`src/rtl/packet_pixel_writer.sv`:
```
// Parses a byte stream of {addr_hi, addr_lo, pixel pairs...} packets and issues
// one 12-bit pixel write per completed pixel pair to a video RAM.
module packet_pixel_writer #(
  parameter  int RAM_SIZE  = 1024,
  parameter  int COLOR_LEN = 12,
  localparam int AW        = $clog2(RAM_SIZE)
) (
  input  logic                 clk,
  input  logic                 reset,
  input  logic                 in_vld,
  input  logic [7:0]           in_data,
  input  logic                 in_last,
  output logic                 in_rdy,
  output logic                 ram_write_req,
  output logic [AW-1:0]        ram_write_addr,
  output logic [COLOR_LEN-1:0] ram_write_val,
  input  logic                 ram_write_ready,
  output logic                 pkt_done,
  output logic                 pkt_err
);

  typedef enum logic [1:0] {HDR_HI, HDR_LO, PIX_HI, PIX_LO} state_t;

  state_t          state, state_nxt;
  logic            accept;
  logic [7:0]      addr_hi;
  logic [7:0]      pix_hi;
  logic [AW-1:0]   wr_ptr;
  logic [15:0]     hdr_addr;

  assign accept   = in_vld && in_rdy;
  assign hdr_addr = {addr_hi, in_data};

  // NOTE: sequential state uses non-blocking assignments so every register
  // samples the pre-edge values regardless of statement order.
  always_ff @(posedge clk) begin
    if (reset) state <= HDR_HI;
    else       state <= state_nxt;
  end

  // NOTE: default assignment first so no path leaves state_nxt unassigned,
  // which would otherwise infer a latch.
  always_comb begin
    state_nxt = state;
    if (accept) begin
      if (in_last) begin
        state_nxt = HDR_HI;
      end else begin
        case (state)
          HDR_HI:  state_nxt = HDR_LO;
          HDR_LO:  state_nxt = PIX_HI;
          PIX_HI:  state_nxt = PIX_LO;
          PIX_LO:  state_nxt = PIX_HI;
          default: state_nxt = HDR_HI;
        endcase
      end
    end
  end

  // Only a pixel-completing byte needs the write slot, so only PIX_LO stalls.
  always_comb begin
    in_rdy = !(state == PIX_LO && ram_write_req && !ram_write_ready);
  end

  always_ff @(posedge clk) begin
    if (reset) begin
      addr_hi        <= '0;
      pix_hi         <= '0;
      wr_ptr         <= '0;
      ram_write_req  <= 1'b0;
      ram_write_addr <= '0;
      ram_write_val  <= '0;
      pkt_done       <= 1'b0;
      pkt_err        <= 1'b0;
    end else begin
      pkt_done <= accept && in_last && (state == PIX_LO);
      pkt_err  <= accept && in_last && (state != PIX_LO);

      if (ram_write_req && ram_write_ready) ram_write_req <= 1'b0;

      if (accept) begin
        case (state)
          HDR_HI: addr_hi <= in_data;
          // A header cut short keeps the previous write pointer.
          HDR_LO: if (!in_last) wr_ptr <= AW'(hdr_addr);
          PIX_HI: pix_hi <= in_data;
          PIX_LO: begin
            // Later assignment wins over the acceptance clear: back-to-back pixels.
            ram_write_req  <= 1'b1;
            ram_write_addr <= wr_ptr;
            ram_write_val  <= COLOR_LEN'({pix_hi, in_data[7:4]});
            wr_ptr         <= wr_ptr + AW'(1);
          end
          default: ;
        endcase
      end
    end
  end

endmodule

```
`config.mk`:
```
export PLATFORM = sky130hd
export DESIGN_NAME = packet_pixel_writer
export DESIGN_NICKNAME = d
export VERILOG_FILES = /design/src/rtl/packet_pixel_writer.sv
export SDC_FILE = /design/constraint.sdc
export NUM_CORES = 1
export LEC_CHECK = 0
export ABC_CLOCK_PERIOD_IN_PS = 1900
export CORE_UTILIZATION = 35
export DETAILED_ROUTE_END_ITERATION = 8
export DONT_BUFFER_PORTS = 1
export SLEW_MARGIN = 20
export SYNTH_ARGS = -nofsm -noshare
export SYNTH_HDL_FRONTEND = slang
export SYNTH_SLANG_ARGS = --single-unit
```
`constraint.sdc`:
```
create_clock -name clk -period 1.9 [get_ports clk]
set_input_delay 0.285 -clock clk [delete_from_list [all_inputs] [get_ports clk]]
set_output_delay 0.285 -clock clk [all_outputs]
set_load 0.1 [all_outputs]
```
# Word level (Yosys, flattened, before mapping)
# Cells that the tools add are included.
[totals] output_inout_bits=26 word_cells=38 inputBits=13 reg_bits=47
[classes] n_eq_ne=5 addsub=1 reduce_logical=16 n_mux=7
[op_table] op="$pmux W10 S2" n=1
[op_table] op="$add A10 B1 Y10 const B" n=1
[op_table] op="$mux W10" n=1
[op_table] op="$logic_and A1 B1 Y1" n=7
[op_table] op="$pmux W2 S3" n=1
[op_table] op="$reduce_and A2 Y1" n=3
[op_table] op="$eq A2 B2 Y1 const B" n=2
[op_table] op="$ne A2 B2 Y1 const B" n=2
[op_table] op="$mux W1" n=3
[op_table] op="$reduce_and A3 Y1" n=1
[op_table] op="$eq A2 B1 Y1 const B" n=1
[op_table] op="$logic_not A1 Y1" n=2
[op_table] op="$logic_not A2 Y1" n=1
[op_table] op="$mux W2" n=1
[op_table] op="$reduce_bool A2 Y1" n=1
[op_table] op="$reduce_or A2 Y1" n=1

# Longest topological paths before layout
# Gate-level depths: netlist of run 1.
[logic_depth] depth_word=7 ltp_mapped=6

# Least setup slack after synthesis of run 1
# No wires, ideal clock.
[synth_timing] kind="flip-flop to flip-flop" from="register ram_write_req" to="register ram_write_addr[1]" required_time_ps=1830 arrival_ps=2121 path_buffers=2 setup_time_ps=70 path_stages_with_launch=7 setup_slack_ps=-291 path_cell_list="dfxtp_1 and3b_4 or4_1 clkbuf_1 clkbuf_1 nand2_1 a21oi_1"
[synth_via] elab_chain_len=5
[synth_rtl] element="start: declaration" line="14" source="output logic ram_write_req,"
[synth_rtl] element="start signal: assignment" line="70" source="ram_write_req <= 1'b0;"
[synth_rtl] element="start signal: assignment" line="79" source="if (ram_write_req && ram_write_ready) ram_write_req <= 1'b0;"
[synth_rtl] element="start signal: assignment" line="89" source="ram_write_req <= 1'b1;"
[synth_rtl] element="$logic_and A1 B1 Y1 (2 in a row)" line="62" source="in_rdy = !(state == PIX_LO && ram_write_req && !ram_write_ready);"
[synth_rtl] element="$logic_not A1 Y1" line="62"
[synth_rtl] element="$logic_and A1 B1 Y1" line="31" source="assign accept = in_vld && in_rdy;"
[synth_rtl] element="$reduce_and A2 Y1 (no source line)"
[synth_rtl] element="end signal: assignment" line="90" source="ram_write_addr <= wr_ptr;"
[synth_rtl] element="end: declaration" line="15" source="output logic [AW-1:0] ram_write_addr,"
# No other way between the ends.
# A chain may end at the register's enable or synchronous reset.

# Worst setup path in the final report of run 1
[layout_timing] from="register state[1]" to="register wr_ptr[9]"
[layout_via] elab_chain_len=6 word_cells_on_any_way=10
[layout_rtl] element="start: declaration" line="24" source="state_t state, state_nxt;"
[layout_rtl] element="start signal: assignment" line="38" source="else state <= state_nxt;"
[layout_rtl] element="$eq A2 B2 Y1" line="62, 82"
[layout_rtl] element="$logic_and A1 B1 Y1 (2 in a row)" line="62"
[layout_rtl] element="$logic_not A1 Y1" line="62"
[layout_rtl] element="$logic_and A1 B1 Y1" line="31"
[layout_rtl] element="$reduce_and A3 Y1 (no source line)"
[layout_rtl] element="end signal: assignment" line="85" source="HDR_LO: if (!in_last) wr_ptr <= AW'(hdr_addr);"
[layout_rtl] element="end signal: assignment" line="92" source="wr_ptr <= wr_ptr + AW'(1);"
[layout_rtl] element="end: declaration" line="28" source="logic [AW-1:0] wr_ptr;"
# Several ways; a longest one is shown, not always the timed one.

==> metrics, run 1 <==
status=finished, final reports clean; main area contributors after synthesis=dfxtp_1 48%, a21oi_1 8.6%, nand3_1 6.8%; # hold bufs at CTS=0; Primary FF master, synth=dfxtp_1; drt pass-1 iters=4; Syn Area/Cell=8.38 um^2; Critical Path End Type=flop; setup TNS=0 ns; Clock Sink Count=47; Fin Hold WS=0.0386 ns; Die ar.=0.00595 mm^2; synthesis-to-finish area growth=18.7%; Syn Inst Count=236; critical path, cell by cell=and3b_4, or3_4, or4_1, a31oi_1; leading cell type by number of instances after synthesis=dfxtp_1; total grt overflow=0; # setup viols final=0; CTS tree=done; Leak Pwr=0.901 nW; async set or reset register ratio after synthesis=0%; post_cts resized=0; worst endpoint required time=2.13 ns; Max Clock Freq=561 MHz; via count=1680; Worst-path clk slew=0.09 ns; # rows=26; CP arrival=2.01 ns; Hold Crit Class=input pin to flop; H-tree depth=2; Die Y=77.2 um; startpoint types=flop; Rel. slew slack=61.1%; crit-path max FO=9; mapped cell area=0.00198 mm^2; NumNets Final=268; pwr dens=775 mW/mm^2; ant diodes=0; post-synthesis sequential area ratio=47.6%; Root Buffer=clkbuf_8; routability cong.=0.746; period utilization=93.8%; crit-path max cell delay=0.48 ns; post-route ant nets=0; Max Cap Violations=0; I/O pins=39; CP Class=flop to flop; worst-skew pair later-pin latency=0.30 ns; die width=77.2 um; GRT Total Usage=15.7%; layout cells sized above 1=17.3%; hold violation count in the final report=0; Post-CTS Setup Inserts=0; post-synth top area share=47.6%; IO Port Bufs=0; EDFF count, synth=0; warnings from Yosys=0; final WL=4.51 mm; top cells by count, synth=47 x dfxtp_1, 34 x a21oi_1, 30 x nand2_1, 27 x nand3_1; Least-Margin Pin Slew=0.582 ns; Slew Limit Fails=0; largest net degree at the start of global routing=49; Synth area leader=dfxtp_1; DRT iter0 DRCs=116; slowest CP cell=or4_1; Syn Nets=250; clock skew=0.00767 ns; Clock Path Buffers=2; DP HPWL=3.01 mm; drt drc=0; Via-to-Cell Ratio=5.17; Avg WL per Cell=13.9 um; global-route wire length before repair=7.67 mm; Max VDD drop=0.581 mV; TritonCTS Buffers=5; RSZ-0062 raised after global routing=false; Core ar.=0.00527 mm^2; Initial Utilization=37.5%; Synth cell types=34; number of global-route vias before repair=1641; final worst path period need=1.78 ns; Seq cells post-synth=47; initial antenna violation count=0
power by group:
part           switching [W]  internal [W]  leakage [nW]
clock network       0.000350      0.000399        0.0587
registers          0.0000131      0.000995         0.380
logic              0.0000335     0.0000276         0.462
worst max-delay path: cells and delay by family (launching register included):
kind	cells	cell delay [ns]
AND/OR/NAND/NOR	3	1.16
flip-flops	1	0.38
AO/OA/AOI/OAI	1	0.17
worst paths after layout:
check | start | endpoint | slack (ns) | cells past startpoint
min | reset | ram_write_addr[4] | 0.04 | 1
min reg2reg | ram_write_addr[4] | ram_write_addr[4] | 0.45 | 2
max reg2reg | state[1] | wr_ptr[9] | 0.12 | 4
max | state[1] | wr_ptr[9] | 0.12 | 4
area by class of cell:
| class | instances | area, um^2 |
|---|---|---|
| fillers | 538 | 2920 |
| multi-input cells | 170 | 960 |
| flip-flops and latches | 47 | 945 |
| repair buffers | 30 | 238 |
| well taps | 70 | 87.6 |
| clock buffers | 5 | 68.8 |
| clock inverters | 3 | 47.5 |
registers in the layout, indices dropped and copies added (netlist names):
register        count
ram_write_val      12
pix_hi              8
ram_write_req       1
state               2
addr_hi             2
wr_ptr             10
ram_write_addr     10
pkt_done            1
pkt_err             1
placed cells by master, fill, tap and decap left out, drive strengths merged:
| master | count |
|---|---|
| dfxtp | 47 |
| a21oi | 34 |
| nand2 | 30 |
| buf | 30 |
| nand3 | 27 |
| nor2 | 16 |
| mux2i | 11 |
| o21ai | 9 |
| and2 | 6 |
| clkbuf | 5 |
| nor3 | 4 |
| nand2b | 2 |
| nor2b | 2 |
| or4 | 2 |
| nor3b | 2 |
| and4b | 2 |
| nand3b | 2 |
| and4 | 2 |
| a31oi | 2 |
| and3 | 2 |
| a211oi | 2 |
| nor4 | 2 |
| a21o | 2 |
| or2 | 1 |
| and3b | 1 |
| mux2 | 1 |
| or3 | 1 |
| a41oi | 1 |
| nand4 | 1 |
| o32ai | 1 |
| a311oi | 1 |
| ha | 1 |
| clkinv | 1 |
| inv | 1 |
| bufinv | 1 |
through the flow:
step                      setup slack (ns)  cells  instance area, um^2  power, W  util, %
after floorplan                     0.0574    236                 1980   0.00109        -
after global placement               0.186    317                 2230   0.00109     42.3
after detailed placement             0.142    317                 2230   0.00109     42.3
after CTS                         0.000802    325                 2340   0.00184     44.5
after global routing                0.0450    325                 2350   0.00190     44.5
final                                0.117    325                 2350   0.00182     44.5
logic make-up (layout without fill, tap and decap cells):
family,Yosys count,after routing,share of synthesized area (%)
AND/OR/NAND/NOR,105,105,27.3
flip-flops,47,47,47.6
adder cells (fa/ha/maj),1,1,0.633
buffers and inverters,19,38,3.99
multiplexers,12,12,6.14
AO/OA/AOI/OAI,52,52,14.4
layer usage:
layer	up-vias	wire [um]	track usage [%]	share of wire (%)
met1	774	2220	20.9	49
met5	-	0	0	0
met2	38	1980	23.6	44
li1	864	-	-	-
met3	4	260	5.12	5.8
met4	0	51	5.66	1.1
Power figures use the tool's default switching activity.
==> run 2, diff against run 1 <==
--- a/config.mk
+++ b/config.mk
@@ -9,6 +9,7 @@
 export CORE_UTILIZATION = 35
 export DETAILED_ROUTE_END_ITERATION = 8
 export DONT_BUFFER_PORTS = 1
+export HOLD_SLACK_MARGIN = 0.08
 export SLEW_MARGIN = 20
 export SYNTH_ARGS = -nofsm -noshare
 export SYNTH_HDL_FRONTEND = slang
==> metrics, run 2 (synthesis results as in run 1) <==
crit-path max cell delay=0.48 ns; RSZ-0062 raised after global routing=false; Worst-path clk slew=0.09 ns; Largest register FFs=12; post-route setup slack=0.116 ns; Post-CTS Setup Inserts=0; ant diodes=0; global-route wire length before repair=7.74 mm; number of global-route vias before repair=1644; Largest Register=ram_write_val; CP arrival=2.01 ns; FF-to-FF End=wr_ptr[9]; worst endpoint required time=2.13 ns; crit path capture=wr_ptr[9]; Least-Margin Pin Slew=0.587 ns; Initial Utilization=37.5%; clock skew=0.00781 ns; Register Area=945 um^2; Die ar.=0.00595 mm^2; Rel. slew slack=60.7%; commonest non-fill, non-tap cell in the layout=dfxtp_1; Max Clock Freq=561 MHz; Root Buffer=clkbuf_8; total grt overflow=0; die width=77.2 um; DRT iter0 DRCs=101; CP Depth=4; initial antenna violation count=0; commonest non-fill, non-tap cells in the layout=46 x dfxtp_1, 34 x a21oi_1, 30 x nand2_1, 29 x buf_4, 27 x nand3_1; Worst R2R Path Depth=4; crit-path max FO=9; # rows=26; Fin Hold WS=0.0931 ns; Leak Pwr=0.911 nW; drt drc=0; startpoint types=flop; synthesis-to-finish area growth=19.7%; Slew Limit Fails=0; final cell count without fillers=326; beginning of the critical path=state[1]; CP Class=flop to flop; final WL=4.53 mm; # fillers=536; Clock Sink Count=47; layout cells sized above 1=17.6%; Max VDD drop=0.580 mV; critical path, cell by cell=and3b_4, or3_4, or4_1, a31oi_1; Core ar.=0.00527 mm^2; drt pass-1 iters=4; TritonCTS Buffers=5; post-route ant nets=0; area occupied by multi-input gates=960 um^2; pwr dens=775 mW/mm^2; CP bufs+invs=0; I/O pins=39; routability cong.=0.746; Largest regs=ram_write_val: 12 flops, ram_write_addr: 10 flops, wr_ptr: 10 flops; Max Cap Violations=0; Clock Path Buffers=2; Placed Cells=317; crit-path leading delay family=simple AND/OR/NAND/NOR gates; worst reg2reg setup slack=0.12 ns; GRT Total Usage=15.9%; period utilization=93.9%; pre-CTS setup slack=0.142 ns; Critical Path End Type=flop; reg2reg start=state[1]; largest net degree at the start of global routing=46; Via-to-Cell Ratio=5.17; # setup viols final=0; status=finished, final reports clean; slowest CP cell=or4_1; final worst path period need=1.78 ns; setup TNS=0 ns; NumNets Final=269; H-tree depth=2; IO Port Bufs=0; DP HPWL=3.01 mm; hold violation count in the final report=0; worst-skew pair later-pin latency=0.30 ns; Hold Crit Class=input pin to flop; via count=1686; Avg WL per Cell=13.9 um; CTS tree=done; Die Y=77.2 um
-- run 2: layout make-up --
type	count	area share [%]
clock inverters	3	2.01
clock buffers	5	2.91
flip-flops and latches	47	39.9
repair buffers	31	10.9
well taps	70	3.70
multi-input cells	170	40.6
-- run 2: where the power goes --
group	leakage, nW	total, W	internal (W)	switching (W)
clock	0.0587	0.000745	0.000399	0.000346
sequential	0.380	0.00101	0.000995	0.0000130
combinational	0.471	0.0000798	0.0000319	0.0000478
total	0.911	0.00183	0.00143	0.000407
-- run 2: per-stage QoR --
step	power [W]	utilization, %	cell area (um^2)
2_1_floorplan	0.00109	-	1980
3_3_place_gp	0.00109	42.3	2230
3_5_place_dp	0.00109	42.3	2230
4_1_cts	0.00186	44.8	2360
5_1_grt	0.00192	44.9	2370
6_report	0.00183	44.9	2370
-- run 2: routing by layer --
metal | vias up | part of all wire [%] | global-route usage [%]
li1 | 867 | - | -
met5 | - | 0 | 0
met2 | 38 | 46 | 23.7
met3 | 4 | 6.4 | 5.24
met4 | 0 | 1.3 | 6.42
met1 | 777 | 47 | 21.0
-- run 2: timing repair --
item | in CTS | in global routing
hold buffers | 1 | 0
setup endpoints to repair | 0 | 1
endpoints found under the hold margin | 45 | 0
resized for setup | 0 | 1
-- run 2: how the worst min path moves through the flow --
stage | cells after the start | endpoint | from | slack (ns)
floorplan | 2 | pix_hi[0] | in_data[0] | 0.43
global placement | 1 | ram_write_addr[4] | reset | 0.36
detailed placement | 1 | ram_write_req | reset | 0.36
CTS | 1 | wr_ptr[4] | reset | 0.09
global route | 1 | wr_ptr[4] | reset | 0.08
finish | 1 | wr_ptr[4] | reset | 0.09
==> run 3, diff against run 2 <==
--- a/config.mk
+++ b/config.mk
@@ -10,6 +10,7 @@
 export DETAILED_ROUTE_END_ITERATION = 8
 export DONT_BUFFER_PORTS = 1
 export HOLD_SLACK_MARGIN = 0.08
+export SETUP_SLACK_MARGIN = 0.15
 export SLEW_MARGIN = 20
 export SYNTH_ARGS = -nofsm -noshare
 export SYNTH_HDL_FRONTEND = slang
==> metrics, run 3 (synthesis results as in run 1) <==
Worst-path clk slew=0.09 ns; Die Y=77.2 um; Rel. slew slack=62.1%; ant diodes=0; Root Buffer=clkbuf_8; CP arrival=1.87 ns; Die ar.=0.00595 mm^2; crit-path max FO=13; IO Port Bufs=0; Switching Fraction=21.1%; DP HPWL=3.07 mm; Core ar.=0.00527 mm^2; Slew Limit Fails=0; area occupied by multi-input gates=966 um^2; crit-path max cell delay=0.61 ns; Least-Margin Pin Slew=0.567 ns; Largest Register=ram_write_val; NumNets Final=273; commonest non-fill, non-tap cell in the layout=dfxtp_1; final cell count without fillers=330; final worst path period need=1.67 ns; via count=1691; total grt overflow=0; hold violation count in the final report=0; P_sw=0.000415 W; Flop pwr share=51.2%; CP Class=flop to flop; Initial Utilization=37.5%; Clock Path Buffers=2; setup TNS=0 ns; period utilization=88.0%; CTS tree=done; I/O pins=39; DRT iter0 DRCs=109; synthesis-to-finish area growth=22.2%; post-route ant nets=0; # rows=26; Leak Pwr=0.938 nW; global-route wire length before repair=7.68 mm; GRT Total Usage=16.3%; worst-skew pair later-pin latency=0.31 ns; clock share of power=44.6%; pwr dens=815 mW/mm^2; largest net degree at the start of global routing=46; Hold Crit Class=input pin to flop; H-tree depth=2; worst endpoint required time=2.10 ns; clock skew=0.00637 ns; Max Cap Violations=0; Largest regs=ram_write_val: 12 flops, ram_write_addr: 10 flops, wr_ptr: 10 flops; Via-to-Cell Ratio=5.12; TritonCTS Buffers=5; die width=77.2 um; Avg WL per Cell=13.9 um; Max VDD drop=0.476 mV; Largest register FFs=12; drt pass-1 iters=4; Internal=0.00155 W; # setup viols final=0; # fillers=559; Register Area=947 um^2; Comb power frac=4.2%; startpoint types=flop; RSZ-0062 raised after global routing=false; layout cells sized above 1=19.6%; initial antenna violation count=0; commonest non-fill, non-tap cells in the layout=44 x dfxtp_1, 34 x a21oi_1, 33 x buf_4, 30 x nand2_1, 27 x nand3_1; Max Clock Freq=598 MHz; status=finished, final reports clean; Post-CTS Setup Inserts=0; slowest CP cell=or4_1; critical path, cell by cell=and3b_4, or4_1, buf_4, nand2_1, a21oi_1; final WL=4.59 mm; number of global-route vias before repair=1579; drt drc=0; Critical Path End Type=flop; routability cong.=0.766; Clock Sink Count=47; Placed Cells=321
## run 3: power by group through the flow
stage          combinational [W]  sequential (W)  clock (W)
2_1_floorplan          0.0000584         0.00103          0
3_3_place_gp           0.0000639         0.00103          0
3_5_place_dp           0.0000641         0.00103          0
4_1_cts                0.0000837         0.00101   0.000895
5_1_grt                0.0000919         0.00101   0.000937
6_report               0.0000832         0.00101   0.000878
## run 3: what timing repair did
item / CTS / global route
endpoints found under the setup margin: 1 / 6
hold endpoints to repair: 45 / 0
resized for setup: 1 / 3
hold buffers: 1 / 0
## run 3: worst paths after layout
path                     startpoint           endpoint  slack (ns)  cells past startpoint
setup reg to reg      ram_write_req   ram_write_val[0]        0.23                      5
setup / recovery      ram_write_req   ram_write_val[0]        0.23                      5
hold reg to reg   ram_write_addr[7]  ram_write_addr[7]        0.46                      2
hold / removal                reset          wr_ptr[4]        0.09                      1
## run 3: layer usage
layer,up-vias,GRT usage [%],wire length (um)
li1,875,-,-
met3,4,4.40,300
met5,-,0,0
met4,0,6.79,44
met1,777,21.6,2230
met2,35,25.0,2020
## run 3: critical path, delay by kind of cell, from the launching register on
family | cells | cell delay (ns)
compound gates | 1 | 0.07
simple gates | 3 | 0.90
flops | 1 | 0.36
buf+inv | 1 | 0.24
## run 3: cell type report
class                           instances  share of cell area (%)
Clock buffer                            5                    2.85
Timing Repair Buffer                   35                    11.6
Sequential cell                        47                    39.2
Tap cell                               70                    3.63
Clock inverter                          3                    2.75
Multi-Input combinational cell        170                    40.0
## run 3: stage by stage
| stage | hold WS, ns | setup WS, ns | total power [W] | cell area [um^2] | util, % |
|---|---|---|---|---|---|
| floorplan | 0.429 | 0.153 | 0.00109 | 1990 | - |
| global placement | 0.355 | 0.244 | 0.00109 | 2250 | 42.7 |
| detailed placement | 0.352 | 0.215 | 0.00109 | 2250 | 42.7 |
| CTS | 0.0855 | 0.164 | 0.00199 | 2410 | 45.7 |
| global route | 0.0906 | 0.163 | 0.00204 | 2410 | 45.8 |
| finish | 0.0930 | 0.228 | 0.00197 | 2410 | 45.8 |
